[config.mk]
export PLATFORM = sky130hd
export DESIGN_NAME = uge_share_arbiter
export DESIGN_NICKNAME = d
export VERILOG_FILES = /design/src/rtl/uge_arb_pkg.sv /design/src/rtl/rr_arbiter.sv /design/src/rtl/uge_share_arbiter.sv
export SDC_FILE = /design/constraint.sdc
export NUM_CORES = 1
export LEC_CHECK = 0
export CAP_MARGIN = 20
export CORE_UTILIZATION = 29
export DETAILED_ROUTE_END_ITERATION = 10
export PLACE_DENSITY_LB_ADDON = 0.05
export SYNTH_ARGS = -nofsm -noshare
export SYNTH_HDL_FRONTEND = slang
export SYNTH_HIERARCHICAL = 1
export SYNTH_SLANG_ARGS = --single-unit
[constraint.sdc]
create_clock -name CLK -period 5.9 [get_ports CLK]
set_clock_uncertainty 0.2 [all_clocks]
set_input_delay 0.885 -clock CLK [delete_from_list [all_inputs] [get_ports CLK]]
set_output_delay 0.885 -clock CLK [all_outputs]
set_load 0.1 [all_outputs]
[src/rtl/uge_arb_pkg.sv]
// Shared definitions for the time-shared unsigned compare/subtract arbiter.
//   N_DEF / W_DEF : default requester count and operand width
//   idw()         : requester-index width for a given requester count
//   oh2idx()      : one-hot vector (up to 32 bits) to bit index
package uge_arb_pkg;
  localparam int N_DEF = 4;
  localparam int W_DEF = 4;

  function automatic int idw(input int n);
    return (n > 1) ? $clog2(n) : 1;
  endfunction

  // Zero input maps to 0; callers only use the result when a bit is set.
  function automatic int oh2idx(input logic [31:0] oh);
    int idx;
    idx = 0;
    for (int i = 0; i < 32; i++) if (oh[i]) idx = i;
    return idx;
  endfunction
endpackage

[src/rtl/rr_arbiter.sv]
// Combinational round-robin picker.
//   req  : request vector
//   last : index granted most recently; search starts at last+1
//   en   : grant enable; gnt is all-zero when low
//   gnt  : one-hot grant, never set for a non-requesting bit
module rr_arbiter #(
  parameter int N   = 4,
  parameter int IDW = 2
) (
  input  logic [N-1:0]   req,
  input  logic [IDW-1:0] last,
  input  logic           en,
  output logic [N-1:0]   gnt
);
  logic [IDW:0]   sh;
  logic [N-1:0]   rot;
  logic [N-1:0]   g;
  logic [2*N-1:0] gdbl;
  logic           found;

  // Rotate so bit 0 is requester last+1, pick the lowest set bit, rotate back.
  assign sh  = {1'b0, last} + {{IDW{1'b0}}, 1'b1};
  assign rot = N'({req, req} >> sh);

  always_comb begin
    g     = '0;
    found = 1'b0;
    for (int j = 0; j < N; j++) begin
      if (rot[j] && !found) begin
        g[j]  = 1'b1;
        found = 1'b1;
      end
    end
  end

  assign gdbl = {{N{1'b0}}, g} << sh;
  assign gnt  = en ? (gdbl[N-1:0] | gdbl[2*N-1:N]) : '0;
endmodule

[src/rtl/uge_share_arbiter.sv]
// One W-bit unsigned compare/subtract unit shared by N requesters.
// Round-robin accept (one per cycle) into an issue stage, result registered
// in an output stage with a valid/ready response port.
//   CLK, RESETN          : clock, async active-low reset
//   REQ, REQ_A, REQ_B    : per-requester valid and operands (flattened i*W)
//   GNT                  : combinational one-hot accept
//   RSP_VALID/RSP_READY  : response handshake
//   RSP_ID/RSP_GE/RSP_DIFF : requester index, A>=B, (A-B) mod 2^W
module uge_share_arbiter
  import uge_arb_pkg::*;
#(
  parameter int N   = N_DEF,
  parameter int W   = W_DEF,
  parameter int IDW = idw(N)
) (
  input  logic           CLK,
  input  logic           RESETN,
  input  logic [N-1:0]   REQ,
  input  logic [N*W-1:0] REQ_A,
  input  logic [N*W-1:0] REQ_B,
  output logic [N-1:0]   GNT,
  output logic           RSP_VALID,
  input  logic           RSP_READY,
  output logic [IDW-1:0] RSP_ID,
  output logic           RSP_GE,
  output logic [W-1:0]   RSP_DIFF
);
  logic [N-1:0][W-1:0] a_v, b_v;
  logic [2:1]          vld_pipe;
  logic [IDW-1:0]      last_q, id1, id2, gnt_idx;
  logic [W-1:0]        a1, b1, diff2;
  logic                ge2;
  logic                adv1, adv2;
  logic [W:0]          sum;

  assign a_v = REQ_A;
  assign b_v = REQ_B;

  assign adv2 = !vld_pipe[2] | RSP_READY;
  assign adv1 = !vld_pipe[1] | adv2;

  // Grants are suppressed while reset is held so nothing looks accepted.
  rr_arbiter #(.N(N), .IDW(IDW)) u_rr (
    .req  (REQ),
    .last (last_q),
    .en   (adv1 & RESETN),
    .gnt  (GNT)
  );

  assign gnt_idx = IDW'(oh2idx(32'(GNT)));

  // A + ~B + 1: carry-out is the unsigned GE flag.
  assign sum = {1'b0, a1} + {1'b0, ~b1} + {{W{1'b0}}, 1'b1};

  always_ff @(posedge CLK or negedge RESETN) begin
    if (!RESETN) begin
      vld_pipe <= '0;
      last_q   <= IDW'(N - 1);
      id1      <= '0;
      a1       <= '0;
      b1       <= '0;
      id2      <= '0;
      ge2      <= 1'b0;
      diff2    <= '0;
    end else begin
      if (adv1) begin
        if (|GNT) begin
          vld_pipe[1] <= 1'b1;
          id1         <= gnt_idx;
          a1          <= a_v[gnt_idx];
          b1          <= b_v[gnt_idx];
          last_q      <= gnt_idx;
        end else begin
          vld_pipe[1] <= 1'b0;
        end
      end
      if (adv2) begin
        vld_pipe[2] <= vld_pipe[1];
        id2         <= id1;
        ge2         <= sum[W];
        diff2       <= sum[W-1:0];
      end
    end
  end

  assign RSP_VALID = vld_pipe[2];
  assign RSP_ID    = id2;
  assign RSP_GE    = ge2;
  assign RSP_DIFF  = diff2;
endmodule

==> flow_summary_export.csv <==
group,metric,value,unit
clock_tree,cts_tree,"built",
synth,synth_edf_count,0,
clock_tree,clk_pin_slew,0.07,ns
clock_tree,h-tree-depth,1,
final_layout,syn2layout_area_growth,38.6,%
sta,fmax,226,MHz
critical_path,crit_type,"in -> out",
clock_tree,clock_latency,0.25,ns
critical_path,start_kind,"input port",
critical_path,critPathCaptureType,"output port",
synth,synth_ff_type,"dfrtp_1",
clock_tree,clock-sinks,21,
sta,finalSetupTns,0,ns
critical_path,cpMaxStageDelayCell,"a311oi_1",
critical_path,cp_max_fo,8,
sta,drv_slew,0,
synth,syn-mean-instance-area,9.75,µm²
final_layout,drive_gt1_frac,0.172,
final_layout,diodes,0,
global_routing,grt_overflow_total,0,
global_routing,antenna_found_initial,0,
clock_tree,ctsHoldBuffers,0,
critical_path,crit_required,4.82,ns
place,dp_hpwl,2.62,mm
drt,first_pass_iters,5,
floorplanning,core_area,4790,µm²
place,port_buffers,50,
global_routing,grt_max_degree,23,
sta,worst_pin_slew,0.962,ns
final_layout,multi_input_area,837,µm²
job,maxCapViolations,0,
sta,rsz0062_at_grt,"no",
sta,hold_viol_final,0,
global_routing,grt_pass1_wl,5.48,mm
global_routing,globalRouteTotalUtil,0.133,
final_layout,final_core_utilization,0.424,
floorplanning,die_area,5330,µm²
floorplanning,io_pins,51,
drt,totalWireLength,3.31,mm
drt,wl_per_cell,12.5,µm
hold_path,min_path_type,"reg -> reg",
sta,relSlewSlack,0.357,
synth,ys_async_sr_fraction,1.00,
outcome,status,"completed",
clock_tree,cts-root-buf,"clkbuf_8",
drt,vias,1287,
drt,ant_nets,0,
synth,syn_area,1460,µm²
synth,yosys_warnings,6,
synth,synth-seq-cells,21,
floorplanning,rows,25,
final_layout,nets,244,
sta,fin_crit_sh,0.751,
place,place.gp.congestion,0.789,
sta,layout_setup_ws,1.47,ns
final_layout,seqCellArea,528,µm²
sta,timing.hold.ws,0.282,ns
synth,ys_types,44,
synth,synth_nets,195,
final_layout,fill_cells,477,
synth,syn_inst,150,
critical_path,slowest_delay,0.72,ns
critical_path,cp.arrival,3.34,ns
drt,drt_iter0_markers,65,
synth,ys_seq_area_frac,0.361,
sta,setup_violations,0,
place,dpl_worst_slack,1.47,ns
clock_tree,post_cts_buffers,0,
clock_tree,cts_buffer_depth,2,
floorplanning,start_util,0.306,
sta,period_needed,4.43,ns
drt,drc,0,
global_routing,grt_pass1_vias,1236,
clock_tree,numCtsBuffers,3,
drt,vias_per_cell,4.86,
critical_path,crit_chain,"clkdlybuf4s50_1 > or4b_1 > a21boi_2 > o31ai_1 > a311oi_1 > buf_4",
floorplanning,die_y,73.0,µm
floorplanning,die_w,73.0,µm
clock_tree,post_cts_resized,0,
[cell type report]
class / instances / area share
clock inverters: 1 / 0.00247
inverters: 7 / 0.0130
multi-input cells: 114 / 0.413
clock buffers: 3 / 0.0204
well taps: 67 / 0.0414
flip-flops and latches: 21 / 0.260
repair buffers: 52 / 0.249
[worst max-delay path: cells and delay by family]
| kind | cells | cell delay [ns] |
|---|---|---|
| AOI/OAI and AO/OA | 3 | 0.97 |
| and+or+nand+nor | 1 | 0.48 |
| buffers and inverters | 2 | 1.00 |
[sequential cells by signal, summed over array words and instances (netlist names)]
register  count
RSP_GE        1
vld_pipe      2
a1            4
last_q        2
RSP_ID        2
RSP_DIFF      4
b1            4
id1           2
[cell usage after synthesis (4+ instances only)]
| cell | count | area (µm²) |
|---|---|---|
| nand2_1 | 15 | 56.3 |
| inv_1 | 7 | 26.3 |
| dfrtp_1 | 19 | 475 |
| nor2b_1 | 4 | 25.0 |
| a21o_1 | 4 | 30.0 |
| nor2_1 | 10 | 37.5 |
| a21oi_1 | 5 | 25.0 |
| ha_1 | 5 | 62.6 |
| o21ai_0 | 12 | 60.1 |
| mux2_2 | 12 | 135 |
| a222oi_1 | 8 | 80.1 |
[worst paths after layout]
check,from,cells past startpoint,slack (ns),endpoint
max in group asynchronous,RESETN,2,4.46,last_q[0]$_DFFE_PN1P_
hold / removal,RSP_DIFF[2]$_DFFE_PN0P_,2,0.28,RSP_DIFF[2]$_DFFE_PN0P_
setup / recovery,REQ[0],6,1.47,GNT[2]
hold reg to reg,RSP_DIFF[2]$_DFFE_PN0P_,2,0.28,RSP_DIFF[2]$_DFFE_PN0P_
setup reg to reg,last_q[1]$_DFFE_PN1P_,7,2.45,a1[1]$_DFFE_PN0P_
min in group asynchronous,RESETN,2,0.77,RSP_ID[1]$_DFFE_PN0P_
[metal layers]
layer | track usage | share of wire | routed length, µm
met3 | 0.0262 | 0.065 | 214
met5 | 0 | 0 | 0
met1 | 0.187 | 0.47 | 1560
met4 | 0.0523 | 0.010 | 34
met2 | 0.199 | 0.45 | 1500
[cell usage in the layout, fill, tap and decap left out, drive strengths merged, types with 2 or more instances in the layout]
cell type and count:
buf 6, a21oi 6, nor2b 4, o31ai 2, ha 5, nor4 3, clkdlybuf4s50 46, nor2 10
o21ai 12, o21a 3, clkbuf 3, nand3 3, dfstp 2, dfrtp 19, nand2b 3, nor3 3
a222oi 8, inv 7, nand2 15, mux2 12, a21o 4, or2b 4
[cell families (layout without fill, tap and decap cells)]
group,after synthesis,count (layout),share of synthesized area
simple gates,51,51,0.196
xor+xnor,1,1,0.00599
buf+inv,15,63,0.0667
mux,12,12,0.0924
flops,21,21,0.361
fa+ha+maj,6,6,0.0565
compound gates,44,44,0.222
[stage by stage]
| stage | cells | instance area (µm²) |
|---|---|---|
| 3_5_place_dp | 261 | 1980 |
| 2_1_floorplan | 150 | 1460 |
| 5_1_grt | 265 | 2030 |
| 6_report | 265 | 2030 |
| 3_3_place_gp | 261 | 1980 |
| 4_1_cts | 265 | 2030 |
Power is not shown: default switching activity piles up to over one toggle a cycle in this logic, so the estimate is an artifact.
==> edit: new RTL, same settings <==
Set the package constant `N_DEF` to 2 (it was 4).
--- a/src/rtl/uge_arb_pkg.sv
+++ b/src/rtl/uge_arb_pkg.sv
@@ -5,3 +5,3 @@
 package uge_arb_pkg;
-  localparam int N_DEF = 4;
+  localparam int N_DEF = 2;
   localparam int W_DEF = 4;
Ports: changed (5 resized); port bits go from 51 to 30. No check against the original RTL was run, so the function may have changed too.
==> edit against the original RTL <==
Final area down 36%. Area after synthesis decreased by 36%. First-iteration DRC count fell by 88%. Sequential share of layout area is 8.6 points higher. Count of clock-buffer cells in the layout grew 1. Setup slack gained 0.13 ns. Final cell count down 37%. Sequential cell count shrank 3. Non-clock buffer count decreased by 21. Via count down 45%. Wire length down 49%.
==> edit: results (changes against the original RTL) <==
Run status
The run finished with clean final reports.

Drt
The routed via count was 714 (-45%). The number of iterations in the first detailed-routing pass came to 4 (-1). The number of design-rule violations left by the first detailed-router iteration is 8 (-88%). The wire length after detailed routing is 1.69 mm (-49%). The via-per-instance ratio came to 4.25 (-12%).

Place
The final weighted congestion of routability-driven global placement is 0.713 (-9.6%). The detailed placer's ending HPWL is 1.33 mm (-49%). The cell count after placement is 164 (-37%). The number of buffers added on ports is 29 (-42%).

Finish
The most common library cell in the layout ignoring fill and taps is sky130_fd_sc_hd__clkdlybuf4s50_1. The number of nets in the layout is 151 (-38%). The sequential cell area in the final layout came to 452 um2 (-14%). The ratio of cells with drive above 1 in the final layout is 9.68% (-7.5 points). The total of fill cells in the finished design is 334 (-30%).

Global routing
The pin count of the biggest net entering global routing is 20 (-13%). The via count of the first global-routing pass is 668 (-46%). The global routing usage summed across all routing layers is 11.7% (-1.6 points). The number of antenna violations at the first check in global routing came to 0 (unchanged).

The first-pass GRT wire length was 2.94 mm (-46%).

Run
The count of maximum capacitance violations came to 0 (unchanged).

CTS
The H-tree level count is 1 (unchanged). The number of buffers inserted by hold repair at cts is 0 (unchanged). The quantity of gates resized following cts is 0 (unchanged). The clock latency at the later pin of the worst-skew pair is 0.30 ns (+0.05 ns). The clock root buffer is sky130_fd_sc_hd__clkbuf_4. The clock slew seen by the registers of the worst setup and hold paths is 0.10 ns (+0.03 ns).

Timing
The relative slew slack came to 35.4% (-0.32 points).

Synthesis
The instance count of the mapped netlist was 92 (-39%). Counting instances in the post-synthesis netlist gives the leading cell types as 17 x sky130_fd_sc_hd__dfrtp_1, 12 x sky130_fd_sc_hd__nand2_1, 11 x sky130_fd_sc_hd__a21oi_1, 11 x sky130_fd_sc_hd__nor2_1, 8 x sky130_fd_sc_hd__mux2i_1. Ranked by total cell area, the synthesized netlist is headed by sky130_fd_sc_hd__dfrtp_1 45%, sky130_fd_sc_hd__mux2i_1 8.5%, sky130_fd_sc_hd__a21oi_1 5.9%. The post-synthesis net count is 118 (-39%). The share of synthesized registers carrying an async set or reset is 100% (unchanged). The share of the yosys chip area belonging to registers is 48.2% (+12 points). The count of warnings emitted by yosys is 6 (unchanged). Among all flip-flop cells after synthesis, the most frequent one is sky130_fd_sc_hd__dfrtp_1. The number of distinct library cells after synthesis is 24 (-45%).

Pwr
VDD sags by at most approximately 0.12 mV.

Critical path
The maximum net fanout on the critical path is 8 (unchanged). The data arrival time of the critical path is 3.21 ns (-0.13 ns). The critical path's top delay family is buffers and inverters. The cell with the biggest individual delay on the critical path is sky130_fd_sc_hd__clkdlybuf4s50_1. The delay contributed by the slowest stage of the critical path came to 1.17 ns (+0.45 ns).
edit: cell types whose count changed in the layout (fill, tap and decap cells not counted), sizes merged, moves of 3 or more:
cell	before	now
a21o	4	1
a21oi	6	14
a222oi	8	0
buf	6	3
clkdlybuf4s50	46	28
mux2	12	0
mux2i	0	8
nand2	15	12
nand3	3	0
nor4	3	0
o21ai	12	2
or2b	4	0
edit: routing by layer:
| layer | part of all wire [%] | GRT usage, % | wire [um] |
|---|---|---|---|
| met1 | 48 | 14.6 | 803 |
| met2 | 44 | 18.0 | 743 |
| met3 | 5.7 | 3.08 | 96 |
| met4 | 2.6 | 7.14 | 44 |
| met5 | 0 | 0 | 0 |
edit: stage by stage:
step	total power [mW]	cell area, um2	setup slack (ns)
floorplan	0.534	937	1.79
global placement	0.628	1270	1.60
detailed placement	0.630	1270	1.58
CTS	0.708	1300	1.57
global route	0.749	1300	1.46
finish	0.699	1300	1.60
edit: cells by family after synthesis:
kind of cell             Yosys count  share of synthesized area [%]
buffers and inverters              9                           5.34
AND/OR/NAND/NOR                   29                           13.9
AO/OA/AOI/OAI                     22                           15.6
multiplexers                       8                           8.55
flip-flops                        18                           48.2
adder cells (fa/ha/maj)            5                           7.48
XOR/XNOR                           1                          0.935
edit: where the power goes:
part	switching [mW]	internal, mW
clock network	0.0397	0.0376
registers	0.0297	0.177
logic	0.280	0.134
edit: worst min-delay path: cells and delay by family, from the launching register on:
family / cells / cell delay, ns
and+or+nand+nor: 2 / 0.10
DFF: 1 / 0.36
edit: path summary, 6_finish.rpt:
| path | startpoint | cells after the start | slack, ns | endpoint |
|---|---|---|---|---|
| worst max-delay path | RSP_READY | 7 | 1.60 | GNT[0] |
| worst min-delay path | RSP_ID | 2 | 0.28 | RSP_ID |
| worst max register to register | vld_pipe[2] | 10 | 3.67 | b1[2] |
| worst min register to register | RSP_ID | 2 | 0.28 | RSP_ID |
| max in group asynchronous | RESETN | 2 | 4.54 | last_q |
| min in group asynchronous | RESETN | 2 | 0.70 | id1 |
edit: layout make-up:
| class | instances | area share (%) |
|---|---|---|
| Clock buffer | 4 | 2.78 |
| Inverter | 6 | 1.73 |
| Multi-Input combinational cell | 65 | 33.4 |
| Sequential cell | 18 | 34.6 |
| Tap cell | 44 | 4.22 |
| Timing Repair Buffer | 31 | 23.2 |
